File: config.mk
export PLATFORM = sky130hd
export DESIGN_NAME = red_pitaya_asg_seq
export DESIGN_NICKNAME = d
export VERILOG_FILES = /design/src/rtl/red_pitaya_asg_seq_pkg.sv /design/src/rtl/red_pitaya_asg_seq_tbl.sv /design/src/rtl/red_pitaya_asg_seq.sv
export SDC_FILE = /design/constraint.sdc
export NUM_CORES = 1
export LEC_CHECK = 0
export BUFFER_PORTS_ARGS = -buffer_cell sky130_fd_sc_hd__buf_2
export CAP_MARGIN = 15
export CORE_MARGIN = 2
export CORE_UTILIZATION = 45
export DETAILED_ROUTE_END_ITERATION = 6
export SETUP_SLACK_MARGIN = 0.3
export SYNTH_ARGS = -nofsm -noshare
export SYNTH_HDL_FRONTEND = slang
export SYNTH_SLANG_ARGS = --single-unit
File: constraint.sdc
create_clock -name dac_clk_i -period 9.05 [get_ports dac_clk_i]
set_clock_uncertainty 0.1 [all_clocks]
set_input_delay 1.81 -clock dac_clk_i [delete_from_list [all_inputs] [get_ports dac_clk_i]]
set_output_delay 1.81 -clock dac_clk_i [all_outputs]
set_load 0.05 [all_outputs]
File: src/rtl/red_pitaya_asg_seq_pkg.sv
// Shared types and defaults for the ASG segment sequencer.
package asg_seq_pkg;

  localparam int SEG_AW     = 14;  // segment address width stored in the table
  localparam int NSEG_DEF   = 8;
  localparam int ACT_TO_DEF = 16;

  typedef enum logic [2:0] {
    S_IDLE,
    S_LOAD,
    S_TRIG,
    S_WAIT_ACT,
    S_RUN,
    S_DLY
  } state_t;

  typedef struct packed {
    logic [SEG_AW-1:0] ofs;
    logic [SEG_AW-1:0] size;
    logic [15:0]       ncyc;
    logic [31:0]       dly;
  } seg_t;

  // A zero cycle count would stall the channel; treat it as one cycle.
  function automatic logic [15:0] ncyc_eff(input logic [15:0] n);
    return (n == 16'd0) ? 16'd1 : n;
  endfunction

endpackage

File: src/rtl/red_pitaya_asg_seq_tbl.sv
// Segment table: register file, one write port, one combinational read port.
module red_pitaya_asg_seq_tbl
  import asg_seq_pkg::*;
#(
  parameter  int NSEG = NSEG_DEF,
  localparam int AW   = $clog2(NSEG)
) (
  input  logic          clk,
  input  logic          rstn,
  input  logic          we,
  input  logic [AW-1:0] wr_addr,
  input  seg_t          wr_data,
  input  logic [AW-1:0] rd_addr,
  output seg_t          rd_data
);

  seg_t tbl [NSEG];

  // Table storage; cleared on reset, written whenever the strobe is high.
  always_ff @(posedge clk) begin
    if (!rstn) begin
      for (int i = 0; i < NSEG; i++) tbl[i] <= '0;
    end else if (we) begin
      tbl[wr_addr] <= wr_data;
    end
  end

  assign rd_data = tbl[rd_addr];

endmodule

File: src/rtl/red_pitaya_asg_seq.sv
// Segment sequencer: walks a table of buffer segments, programs the ASG
// channel for each one, fires a software trigger and waits out the burst.
module red_pitaya_asg_seq
  import asg_seq_pkg::*;
#(
  parameter  int RSZ    = SEG_AW,
  parameter  int NSEG   = NSEG_DEF,
  parameter  int ACT_TO = ACT_TO_DEF,
  localparam int AW     = $clog2(NSEG),
  localparam int TW     = $clog2(ACT_TO + 1)
) (
  input  logic            dac_clk_i,
  input  logic            dac_rstn_i,
  input  logic            seg_we_i,
  input  logic [AW-1:0]   seg_addr_i,
  input  logic [RSZ-1:0]  seg_ofs_i,
  input  logic [RSZ-1:0]  seg_size_i,
  input  logic [15:0]     seg_ncyc_i,
  input  logic [31:0]     seg_dly_i,
  input  logic            seq_start_i,
  input  logic            seq_stop_i,
  input  logic [AW:0]     seq_len_i,
  input  logic            seq_loop_i,
  input  logic            ch_act_i,
  output logic [RSZ+15:0] ch_ofs_o,
  output logic [RSZ+15:0] ch_size_o,
  output logic [15:0]     ch_ncyc_o,
  output logic            ch_rst_o,
  output logic            ch_trig_o,
  output logic            seq_busy_o,
  output logic [AW-1:0]   seq_seg_o,
  output logic            seq_done_o,
  output logic            seq_err_o
);

  state_t        state;
  logic [AW:0]   len_r;
  logic [31:0]   dly_r;
  logic [31:0]   dly_cnt;
  logic [TW-1:0] tmo;
  logic [AW-1:0] rd_idx;
  seg_t          wr_seg;
  seg_t          rd_seg;
  logic          len_ok, last_seg, abort, dly_end, go_load;

  assign wr_seg.ofs  = SEG_AW'(seg_ofs_i);
  assign wr_seg.size = SEG_AW'(seg_size_i);
  assign wr_seg.ncyc = seg_ncyc_i;
  assign wr_seg.dly  = seg_dly_i;

  red_pitaya_asg_seq_tbl #(.NSEG(NSEG)) u_tbl (
    .clk     (dac_clk_i),
    .rstn    (dac_rstn_i),
    .we      (seg_we_i),
    .wr_addr (seg_addr_i),
    .wr_data (wr_seg),
    .rd_addr (rd_idx),
    .rd_data (rd_seg)
  );

  assign len_ok   = (seq_len_i != '0) && (seq_len_i <= (AW+1)'(NSEG));
  assign last_seg = ((AW+1)'(seq_seg_o) + 1'b1) >= len_r;
  assign abort    = seq_stop_i && (state != S_IDLE);
  assign dly_end  = (state == S_DLY) && (dly_cnt <= 32'd1);
  assign go_load  = !abort &&
                    (((state == S_IDLE) && seq_start_i && len_ok) ||
                     (dly_end && (!last_seg || seq_loop_i)));

  // Read index is the segment about to be loaded, so the channel registers
  // see the table contents as they stand before the LOAD edge.
  always_comb begin
    rd_idx = seq_seg_o;
    if (state == S_IDLE || (state == S_DLY && last_seg)) rd_idx = '0;
    else if (state == S_DLY)                             rd_idx = seq_seg_o + 1'b1;
  end

  // Capture channel settings and the post-segment delay on entry to LOAD.
  always_ff @(posedge dac_clk_i) begin
    if (!dac_rstn_i) begin
      ch_ofs_o  <= '0;
      ch_size_o <= '0;
      ch_ncyc_o <= '0;
      dly_r     <= '0;
    end else if (go_load) begin
      ch_ofs_o  <= {RSZ'(rd_seg.ofs), 16'h0};
      ch_size_o <= {RSZ'(rd_seg.size), 16'h0};
      ch_ncyc_o <= ncyc_eff(rd_seg.ncyc);
      dly_r     <= rd_seg.dly;
    end
  end

  // Sequencer FSM with registered status and channel control outputs.
  always_ff @(posedge dac_clk_i) begin
    if (!dac_rstn_i) begin
      state      <= S_IDLE;
      ch_rst_o   <= 1'b1;
      ch_trig_o  <= 1'b0;
      seq_busy_o <= 1'b0;
      seq_seg_o  <= '0;
      seq_done_o <= 1'b0;
      seq_err_o  <= 1'b0;
      len_r      <= '0;
      tmo        <= '0;
      dly_cnt    <= '0;
    end else begin
      ch_trig_o  <= 1'b0;
      seq_done_o <= 1'b0;
      if (abort) begin
        state      <= S_IDLE;
        ch_rst_o   <= 1'b1;
        seq_busy_o <= 1'b0;
      end else if (go_load) begin
        state      <= S_LOAD;
        ch_rst_o   <= 1'b1;
        seq_busy_o <= 1'b1;
        seq_seg_o  <= rd_idx;
        if (state == S_IDLE) begin
          seq_err_o <= 1'b0;
          len_r     <= seq_len_i;
        end
      end else begin
        case (state)
          S_IDLE: if (seq_start_i) seq_err_o <= 1'b1;  // start with bad length
          S_LOAD: begin
            state     <= S_TRIG;
            ch_rst_o  <= 1'b0;
            ch_trig_o <= 1'b1;
          end
          S_TRIG: begin
            state <= S_WAIT_ACT;
            tmo   <= '0;
          end
          S_WAIT_ACT: begin
            if (ch_act_i) begin
              state <= S_RUN;
            end else if (tmo == TW'(ACT_TO - 1)) begin
              state      <= S_IDLE;
              seq_err_o  <= 1'b1;
              ch_rst_o   <= 1'b1;
              seq_busy_o <= 1'b0;
            end else begin
              tmo <= tmo + 1'b1;
            end
          end
          S_RUN: if (!ch_act_i) begin
            state   <= S_DLY;
            dly_cnt <= dly_r;
          end
          S_DLY: begin
            if (dly_end) begin  // last segment of a non-loop pass
              state      <= S_IDLE;
              seq_done_o <= 1'b1;
              ch_rst_o   <= 1'b1;
              seq_busy_o <= 1'b0;
            end else begin
              dly_cnt <= dly_cnt - 1'b1;
            end
          end
          default: state <= S_IDLE;
        endcase
      end
    end
  end

endmodule
==> metrics.cfg <==
[routing]
routed_wl_um = 86400
dr.pass1.iters = 5
antenna_left = 0
wire_per_inst_um = 23.0
drt_iter0_markers = 1975
vias = 21500
via_per_inst = 5.71
drc = 0

[synth]
synthArstFlopShare = 0
synth_cells = 2675
synth_edf_count = 608
yosysTopAreaCellShare = 0.558
ys_ff_latch = 736
yosysTopAreaCell = edfxtp_1
yosysSeqAreaShare = 0.636
ys_top_cells_by_area = edfxtp_1 56%, and2_1 12%, dfxtp_1 7.8%, mux2i_1 4.5%, a211oi_1 3.2%
syn_area_per_cell_um2 = 12.2
ys.flop_type = edfxtp_1
synthesis.area_um2 = 32700
yosys_warnings = 0
ys_types = 75

[setup_path]
arrival_ps = 5400
path_class = reg -> reg
r2r_setup_slack_ps = 4070
critPathRequiredTime_ps = 9470
worstRegToRegCells = 9
crit_path_end = ch_ncyc_o[0]$_SDFFE_PN0P_
regToRegStartpoint = state[0]$_SDFFE_PP0P_
cp-end-kind = flop
cp-startpoint = state[0]$_SDFFE_PP0P_
reg2reg_to = ch_ncyc_o[0]$_SDFFE_PN0P_
cp_max_fo = 49
crit_path_start_kind = flop

[timing]
worstMarginPinSlew_ps = 1210
hold_ws_ps = 354
rsz0062_at_grt = false
fin_crit_sh = 0.551
setup_tns_ps = 0
maxSlewViolCount = 0
setup_viol = 0
timing.fmax_ghz = 0.201
fin_crit_ps = 4980
hold_viol_final = 0
max_slew_margin = 0.191

[global_route]
grt_pass1_wl_um = 130000
grt_pass1_vias = 21500
antenna_found_initial = 12
overflow = 0
grt_use_total = 0.229
grt_max_degree = 106

[job]
cap_violations = 0

[placement]
post-dp-hpwl_um = 47600
dp.cells = 3605
dpl_cell_area_um2 = 34200
gp_congestion = 0.783
io_buffers = 141

[floorplanning]
ios = 174
die_x_um = 274
die_h_um = 274
die-area_um2 = 74900
coreArea_um2 = 71700
rows = 98
initial_core_util = 0.456

[power_and_ir_drop]
clockPowerShare = 0.400
irDropWorstVdd_v = 0.000144
p_leak_nw = 12.7
p_comb_frac = 0.091
p_int_mw = 5.86
seqPwrFrac = 0.509
power.density_nw_per_um2 = 213
switching_share = 0.250
switchingPower_mw = 1.95

[clocking]
cts_tree = yes
cts_root_buffer = clkbuf_16
insertion_delay_ps = 640
cts_buffers = 78
cts_hold_buf = 0
cts_resized = 0
cts_setup_buffers = 0
cts_max_level = 3
path_clk_slew_ps = 60
clock_path_buffers = 3
clkSinkCount = 736

[layout]
design_area_um2 = 36700
layout-drive-gt1-share = 0.124
syn2layout_area_growth_pct = 12.2
final_net_count = 2834
layout.cells.non_filler = 3758

[outcome]
status = complete, no violations

[min_path]
hp-class = reg -> reg

==> cell type report <==
cell class,count,area [um^2]
Fill cell,6241,35000
Antenna cell,10,25.0
Tap cell,950,1190
Multi-Input combinational cell,1714,11100
Clock inverter,41,374
Sequential cell,736,20800
Timing Repair Buffer,180,1010
Clock buffer,102,2110
Inverter,25,96.3
==> registers in the layout (all words and copies together), names as in the netlist, 3 cells and up <==
signal,flops
ch_ncyc_o,16
ch_ofs_o,14
ch_size_o,14
dly_cnt,32
dly_r,32
len_r,4
seq_seg_o,3
state,3
tmo,5
u_tbl.tbl,608
==> per-stage QoR <==
step                setup WS [ps]  utilization  power (mW)
finish                       4070        0.512        7.81
global route                 3750        0.512        8.08
CTS                          4110        0.512        7.87
detailed placement           3430        0.477        4.76
global placement             3520        0.477        4.74
floorplan                     672            -        4.52
==> cell families (layout without fill, tap and decap cells) <==
kind of cell / after synthesis / after routing / share of synthesized area
simple gates: 1043 / 1043 / 0.178
flops: 736 / 736 / 0.636
compound gates: 468 / 468 / 0.0964
buf+inv: 256 / 348 / 0.0345
mux: 157 / 157 / 0.0501
fa+ha+maj: 9 / 9 / 0.00344
xor+xnor: 5 / 5 / 0.00134
other cells: 1 / 42 / 0.000115
==> cell usage in the layout (no fill, tap or decap), types with 6 or more instances in the layout <==
| cell | instances |
|---|---|
| a211oi_1 | 138 |
| a21oi_1 | 60 |
| a221oi_1 | 8 |
| a22oi_1 | 9 |
| a31oi_1 | 17 |
| a32oi_1 | 7 |
| and2_1 | 614 |
| buf_2 | 141 |
| buf_4 | 38 |
| clkbuf_1 | 18 |
| clkbuf_16 | 79 |
| clkinv_1 | 12 |
| clkinv_2 | 10 |
| conb_1 | 32 |
| dfxtp_1 | 128 |
| diode_2 | 10 |
| edfxtp_1 | 608 |
| ha_1 | 9 |
| inv_1 | 24 |
| mux2i_1 | 147 |
| nand2_1 | 66 |
| nand2b_1 | 7 |
| nand3_1 | 15 |
| nand4_1 | 7 |
| nor2_1 | 143 |
| nor2_4 | 6 |
| nor3_1 | 140 |
| nor4_1 | 8 |
| o21ai_0 | 44 |
| o21ai_4 | 6 |
| o221ai_1 | 7 |
| o22ai_1 | 131 |
==> per-layer routing <==
layer / wire length, um / track usage
met1: 36800 / 0.303
met3: 5340 / 0.0361
met4: 1760 / 0.0706
met2: 42400 / 0.389
met5: 54 / 0
==> power by group through the flow <==
stage	clock [mW]	combinational [mW]	sequential, mW
after global routing	3.31	0.772	3.99
after floorplan	0	0.406	4.11
after detailed placement	0	0.716	4.04
final	3.13	0.713	3.97
after CTS	3.18	0.718	3.97
after global placement	0	0.708	4.03
==> critical path: stages, from the launching register on <==
cell	delay, ps
dfxtp_1	580
and3b_2	880
nand3_1	260
o21ai_1	840
nand3_4	680
mux2i_1	290
mux2_2	350
nor4_2	430
nand4_1	170
o41ai_2	290
==> cells in the mapped netlist (5+ instances only) <==
| master | instances |
|---|---|
| a211oi_1 | 139 |
| a21oi_1 | 60 |
| a221oi_1 | 8 |
| a22oi_1 | 9 |
| a31oi_1 | 17 |
| a32oi_1 | 7 |
| and2_1 | 614 |
| and3_1 | 5 |
| buf_1 | 14 |
| buf_2 | 25 |
| buf_4 | 35 |
| clkbuf_1 | 156 |
| dfxtp_1 | 128 |
| edfxtp_1 | 608 |
| ha_1 | 9 |
| inv_1 | 25 |
| mux2_2 | 5 |
| mux2i_1 | 147 |
| mux4_2 | 5 |
| nand2_1 | 68 |
| nand2b_1 | 10 |
| nand3_1 | 15 |
| nand4_1 | 7 |
| nor2_1 | 149 |
| nor3_1 | 142 |
| nor4_1 | 8 |
| o21ai_0 | 50 |
| o221ai_1 | 7 |
| o22ai_1 | 131 |
| or3_1 | 5 |
==> worst min path at each step <==
stage                              start                   endpoint  slack [ps]  cells past startpoint
2_1_floorplan   dly_cnt[23]$_SDFFE_PN0P_   dly_cnt[23]$_SDFFE_PN0P_         340                      2
3_3_place_gp   ch_ncyc_o[7]$_SDFFE_PN0P_  ch_ncyc_o[7]$_SDFFE_PN0P_         340                      2
3_5_place_dp   ch_ncyc_o[3]$_SDFFE_PN0P_  ch_ncyc_o[3]$_SDFFE_PN0P_         350                      2
4_1_cts        ch_ncyc_o[3]$_SDFFE_PN0P_  ch_ncyc_o[3]$_SDFFE_PN0P_         360                      2
5_1_grt        ch_ncyc_o[3]$_SDFFE_PN0P_  ch_ncyc_o[3]$_SDFFE_PN0P_         380                      2
6_report       ch_ncyc_o[7]$_SDFFE_PN0P_  ch_ncyc_o[7]$_SDFFE_PN0P_         350                      2
No activity file was read; power rests on OpenSTA's default activity.
